$ cat src/rtl/serial_pkg.sv
// serial_pkg: shared FSM encoding and default geometry for the serial pair transmitter
package serial_pkg;
  typedef enum logic [1:0] {IDLE, SHIFT, GAPW} state_t;
  localparam int W_DEF = 8;
  localparam int GAP_DEF = 2;
endpackage

$ cat src/rtl/serial_pair_tx_if.sv
// serial_pair_tx_if: word-pair handshake plus serial line outputs
interface serial_pair_tx_if import serial_pkg::*; #(parameter int W = W_DEF);
  logic         IN_VALID;
  logic [W-1:0] IN_A;
  logic [W-1:0] IN_B;
  logic         IN_READY;
  logic         LINE1;
  logic         LINE2;
  logic         FRAME;
  logic         DONE;
  modport master (output IN_VALID, IN_A, IN_B, input IN_READY, LINE1, LINE2, FRAME, DONE);
  modport slave  (input IN_VALID, IN_A, IN_B, output IN_READY, LINE1, LINE2, FRAME, DONE);
endinterface

$ cat src/rtl/serial_pair_shreg.sv
// serial_pair_shreg: two W-bit right-shifting registers with parallel load, bit 0 exposed
module serial_pair_shreg import serial_pkg::*; #(
  parameter int W = W_DEF
) (
  input  logic         clk,
  input  logic         rst,
  input  logic         load_i,
  input  logic         shift_i,
  input  logic [W-1:0] a_i,
  input  logic [W-1:0] b_i,
  output logic         a0_o,
  output logic         b0_o
);
  logic [W-1:0] a_q, b_q, a_d, b_d;
  // load wins over shift; shifting fills with zeros from the top
  always_comb begin
    a_d = load_i ? a_i : shift_i ? a_q >> 1 : a_q;
    b_d = load_i ? b_i : shift_i ? b_q >> 1 : b_q;
  end
  // register update with asynchronous clear
  always_ff @(posedge clk or posedge rst) begin
    if (rst) begin
      a_q <= '0;
      b_q <= '0;
    end else begin
      a_q <= a_d;
      b_q <= b_d;
    end
  end
  assign a0_o = a_q[0];
  assign b0_o = b_q[0];
endmodule

$ cat src/rtl/serial_pair_tx.sv
// serial_pair_tx: serialises a word pair LSB first onto two lines with a frame strobe and idle gap
module serial_pair_tx import serial_pkg::*; #(
  parameter int W   = W_DEF,
  parameter int GAP = GAP_DEF
) (
  input logic             CLOCK,
  input logic             RESET,
  serial_pair_tx_if.slave bus
);
  localparam int CW = $clog2(W);
  state_t        state_q;
  logic [CW-1:0] cnt_q;
  logic [3:0]    gap_q;
  logic          a0, b0, load, shift, last;
  assign load  = bus.IN_VALID && (state_q == IDLE);
  assign shift = (state_q == SHIFT);
  assign last  = (cnt_q == CW'(W - 1));
  serial_pair_shreg #(.W(W)) u_shreg (
    .clk    (CLOCK),
    .rst    (RESET),
    .load_i (load),
    .shift_i(shift),
    .a_i    (bus.IN_A),
    .b_i    (bus.IN_B),
    .a0_o   (a0),
    .b0_o   (b0)
  );
  // frame sequencing: accept in IDLE, W data cycles, then GAP idle cycles
  always_ff @(posedge CLOCK or posedge RESET) begin
    if (RESET) begin
      state_q <= IDLE;
      cnt_q   <= '0;
      gap_q   <= '0;
    end else begin
      case (state_q)
        IDLE: if (bus.IN_VALID) begin
          state_q <= SHIFT;
          cnt_q   <= '0;
        end
        SHIFT: if (last) begin
          state_q <= (GAP > 0) ? GAPW : IDLE;
          gap_q   <= '0;
        end else cnt_q <= cnt_q + 1'b1;
        GAPW: if (int'(gap_q) == GAP - 1) state_q <= IDLE;
          else gap_q <= gap_q + 1'b1;
        default: state_q <= IDLE;
      endcase
    end
  end
  assign bus.IN_READY = (state_q == IDLE);
  assign bus.FRAME    = shift;
  assign bus.LINE1    = shift & a0;
  assign bus.LINE2    = shift & b0;
  assign bus.DONE     = shift & last;
endmodule

$ cat src/flat_wrapper.sv
// flat-port wrapper written by rule: the top's interface ports become plain ports
module serial_pair_tx_flat import serial_pkg::*;
#(
  parameter int W   = W_DEF,
  parameter int GAP = GAP_DEF
)
  (CLOCK, RESET, bus_IN_VALID, bus_IN_A, bus_IN_B, bus_IN_READY, bus_LINE1, bus_LINE2, bus_FRAME, bus_DONE);
  serial_pair_tx_if #(.W(W)) bus_i ();
  input logic CLOCK;
  input logic RESET;
  input wire logic [$bits(bus_i.IN_VALID)-1:0] bus_IN_VALID;
  input wire logic [$bits(bus_i.IN_A)-1:0] bus_IN_A;
  input wire logic [$bits(bus_i.IN_B)-1:0] bus_IN_B;
  output wire logic [$bits(bus_i.IN_READY)-1:0] bus_IN_READY;
  output wire logic [$bits(bus_i.LINE1)-1:0] bus_LINE1;
  output wire logic [$bits(bus_i.LINE2)-1:0] bus_LINE2;
  output wire logic [$bits(bus_i.FRAME)-1:0] bus_FRAME;
  output wire logic [$bits(bus_i.DONE)-1:0] bus_DONE;
  assign bus_i.IN_VALID = bus_IN_VALID;
  assign bus_i.IN_A = bus_IN_A;
  assign bus_i.IN_B = bus_IN_B;
  assign bus_IN_READY = bus_i.IN_READY;
  assign bus_LINE1 = bus_i.LINE1;
  assign bus_LINE2 = bus_i.LINE2;
  assign bus_FRAME = bus_i.FRAME;
  assign bus_DONE = bus_i.DONE;
  serial_pair_tx #(.W(W), .GAP(GAP)) u_core (.CLOCK(CLOCK), .RESET(RESET), .bus(bus_i));
endmodule
$ cat config.mk
export PLATFORM = sky130hd
export DESIGN_NAME = serial_pair_tx_flat
export DESIGN_NICKNAME = d
export VERILOG_FILES = /design/src/rtl/serial_pkg.sv /design/src/rtl/serial_pair_tx_if.sv /design/src/rtl/serial_pair_shreg.sv /design/src/rtl/serial_pair_tx.sv /design/src/flat_wrapper.sv
export SDC_FILE = /design/constraint.sdc
export NUM_CORES = 1
export LEC_CHECK = 0
export CORE_AREA = 2 2 62 64
export CTS_BUF_LIST = sky130_fd_sc_hd__clkbuf_8 sky130_fd_sc_hd__clkbuf_16
export CTS_CLUSTER_DIAMETER = 150
export CTS_CLUSTER_SIZE = 16
export DETAILED_ROUTE_END_ITERATION = 10
export DIE_AREA = 0 0 64 66
export PLACE_DENSITY = 0.72
export SETUP_SLACK_MARGIN = 0.5
export SKIP_LAST_GASP = 1
export SLEW_MARGIN = 20
export SYNTH_ARGS = -nofsm -noshare
export SYNTH_HDL_FRONTEND = slang
export SYNTH_SLANG_ARGS = --single-unit
$ cat constraint.sdc
create_clock -name CLOCK -period 2.69 [get_ports CLOCK]
set_input_delay 0.538 -clock CLOCK [delete_from_list [all_inputs] [get_ports CLOCK]]
set_output_delay 0.538 -clock CLOCK [all_outputs]
set_load 0.05 [all_outputs]
==> impl_metrics.tcl <==
set metrics [dict create \
    cap_viol_max_count 0 \
    rsz0062_at_grt "true" \
    via_per_inst 4.91 \
    cp.arrival_ns 1.61 \
    hold_path_class "register to register" \
    clkSinkCount 25 \
    p_int_uw 1030 \
    syn2layout_area_growth_pct 27.6 \
    power.share.combinational_pct 50.8 \
    cpPeakStageDelay_ns 0.54 \
    worstReg2RegStart "u_core.gap_q[1]" \
    drc 0 \
    min_to "u_core.cnt_q[2]" \
    holdPathStages 1 \
    reg2reg_slack_ns 0.89 \
    grt_pass1_wl_um 4220 \
    cts-root-buf "clkbuf_8" \
    power_frac_clock_pct 13.5 \
    p_sw_share_pct 39.3 \
    status "completed" \
    dr.pass1.iters 4 \
    grt_pass1_vias 1044 \
    cts_tree "built" \
    grt_max_degree 33 \
    clock_path_buffers 2 \
    syn_nets 164 \
    fin_tns_setup_ns 0 \
    synth-seq-cells 25 \
    slew_viol_final 0 \
    worstPathRequired_ns 2.15 \
    utilization_pct 49.3 \
    cp_slowest_cell "dlygate4sd2_1" \
    switching_power_uw 664 \
    peakVddDrop_uv 275 \
    postRouteAntennaNets 0 \
    post-route-period-util_pct 79.7 \
    coreArea_um2 3550 \
    clkLatencyLatePin_ns 0.27 \
    num-fill-cells 316 \
    num_vias 1016 \
    hold_start "u_core.cnt_q[2]" \
    numCtsBuffers 3 \
    reg2reg_depth 5 \
    routed_wl_um 2430 \
    syn_area_um2 1370 \
    drt_iter0_markers 42 \
    hold_viol_final 0 \
    powerDensity_nw_per_um2 964 \
    io_pins 24 \
    multi_input_area_um2 712 \
    syn_area_per_cell_um2 10.1 \
    die_h_um 66 \
    critPathKind "register to primary output" \
    regArea_um2 626 \
    critical_path_buf_inv_count 2 \
    synthCells 136 \
    nets 188 \
    crit_fanout 4 \
    port_buffers 23 \
    crit_path_start_kind "register" \
    cts-htree-levels 1 \
    seqPwrFrac_pct 35.6 \
    max_freq_mhz 466 \
    netlist-cell-type-count 28 \
    worst_pin_slew_ns 0.481 \
    hpwlAfterDp_um 1810 \
    drive_gt1_share_pct 13.8 \
    rr_endpoint "u_core.state_q[0]" \
    crit_chain "inv_1 -> ha_1 -> dlygate4sd2_1" \
    rows 22 \
    leakagePower_uw 0.000779 \
    track_usage_pct 12.9 \
    die_w_um 64 \
    finalSetupViolCount 0 \
    clk_pin_slew_ns 0.09 \
    post_cts_buffers 0 \
    end_kind "primary output" \
    fin_crit_ns 2.14 \
    finClkSkew_ns 0.00221 \
    synth_warnings 0 \
    initial_core_util_pct 38.7 \
    gp_congestion 0.721 \
    slew_headroom_pct 68.1 \
    wl_per_cell_um 11.8 \
    dieArea_um2 4220 \
    antenna_found_initial 0 \
    num_antenna_cells 0 \
    yosysSeqAreaShare_pct 45.6 \
    path_delay_family "buffers and inverters" \
    grt_overflow 0 \
]
## Yosys cell counts
master     instances  share of area [%]
o21ai_0           19                6.9
or3b_2             1               0.64
a2bb2oi_1          1               0.64
buf_1              1               0.27
a22o_1             3                1.9
mux2_2             2                1.6
buf_2              2               0.73
inv_1              7                1.9
o221ai_1           1               0.64
a211oi_1           1               0.55
or2_2              1               0.46
ha_1               9                8.2
o21bai_1           1               0.55
a32o_1             1               0.73
or3b_4             1               0.82
nor2b_1            2               0.91
o211ai_2           1               0.91
nand2b_1           6                2.7
nor2_1             1               0.27
clkbuf_1           4                1.1
nor3b_1            1               0.55
mux2i_1           15                 11
o211ai_1           1               0.55
nand2_1           21                5.7
dfrtp_1           25                 46
and2_1             5                2.3
nand3_1            2               0.73
a221oi_2           1                1.1
## sequential cells by signal (all words and copies together), names as in the netlist
signal / cells
u_core.state_q: 2
u_core.u_shreg.a_q: 8
u_core.cnt_q: 3
u_core.gap_q: 4
u_core.u_shreg.b_q: 8
## worst reg2reg max path, cell delays in order, from the launching register on
cell,delay (ns)
dfrtp_1,0.40
inv_1,0.08
ha_1,0.17
or3b_4,0.41
a221oi_2,0.27
mux2_2,0.36
## stage by stage
step	instance area, um^2	hold WS, ns	worst slack [ns]	instances	power (uW)
global route	1750	0.575	0.480	207	1810
finish	1750	0.546	0.545	207	1690
floorplan	1380	0.494	0.628	136	1240
detailed placement	1690	0.524	0.599	203	1470
CTS	1740	0.549	0.545	207	1690
global placement	1690	0.513	0.657	203	1420
## worst max-delay path by stage
stage	cells past startpoint	slack (ns)	endpoint	startpoint
final	3	0.55	bus_IN_READY	u_core.state_q[0]
after global routing	3	0.48	bus_IN_READY	u_core.state_q[0]
after CTS	4	0.54	bus_LINE2	u_core.state_q[1]
after detailed placement	3	0.60	bus_IN_READY	u_core.state_q[0]
after global placement	3	0.66	bus_IN_READY	u_core.state_q[0]
after floorplan	5	0.63	bus_DONE	u_core.state_q[1]
## what timing repair did
item | in CTS | in global routing
gates resized for setup | 1 | 1
hold buffers | 0 | 0
endpoints found under the setup margin | 1 | 3
## per-layer routing
| metal | up-vias | GRT usage [%] | part of all wire [%] |
|---|---|---|---|
| met5 | - | 0 | 0 |
| met2 | 16 | 23.3 | 50 |
| met1 | 484 | 13.4 | 46 |
| met3 | 4 | 2.39 | 2.3 |
| met4 | 0 | 8.97 | 1.6 |
| li1 | 512 | - | - |
## cell type report
class	count	area share (%)
Sequential cell	25	35.7
Inverter	7	1.50
Clock inverter	1	0.429
Timing Repair Buffer	26	15.9
Clock buffer	3	2.36
Multi-Input combinational cell	97	40.6
Tap cell	48	3.43
## power by group through the flow
| stage | clock network (uW) | logic (uW) | registers, uW |
|---|---|---|---|
| after global routing | 252 | 943 | 618 |
| after detailed placement | 0 | 858 | 607 |
| after floorplan | 0 | 656 | 582 |
| after global placement | 0 | 824 | 596 |
| final | 229 | 858 | 602 |
| after CTS | 237 | 853 | 599 |
## cell families after synthesis
family	count (synthesis)	share of synthesized area (%)
AND/OR/NAND/NOR	41	15.1
AO/OA/AOI/OAI	30	14.5
flip-flops	25	45.6
multiplexers	17	12.6
buffers and inverters	14	4.01
adder cells (fa/ha/maj)	9	8.20
## placed cells by master (no fill, tap or decap), drive strengths merged, types with 5 or more instances in the layout
cell type / n
and2: 5
buf: 7
clkdlybuf4s50: 18
dfrtp: 25
ha: 9
inv: 7
mux2i: 15
nand2: 21
nand2b: 6
o21ai: 19
No activity file was read; power rests on OpenSTA's default activity.
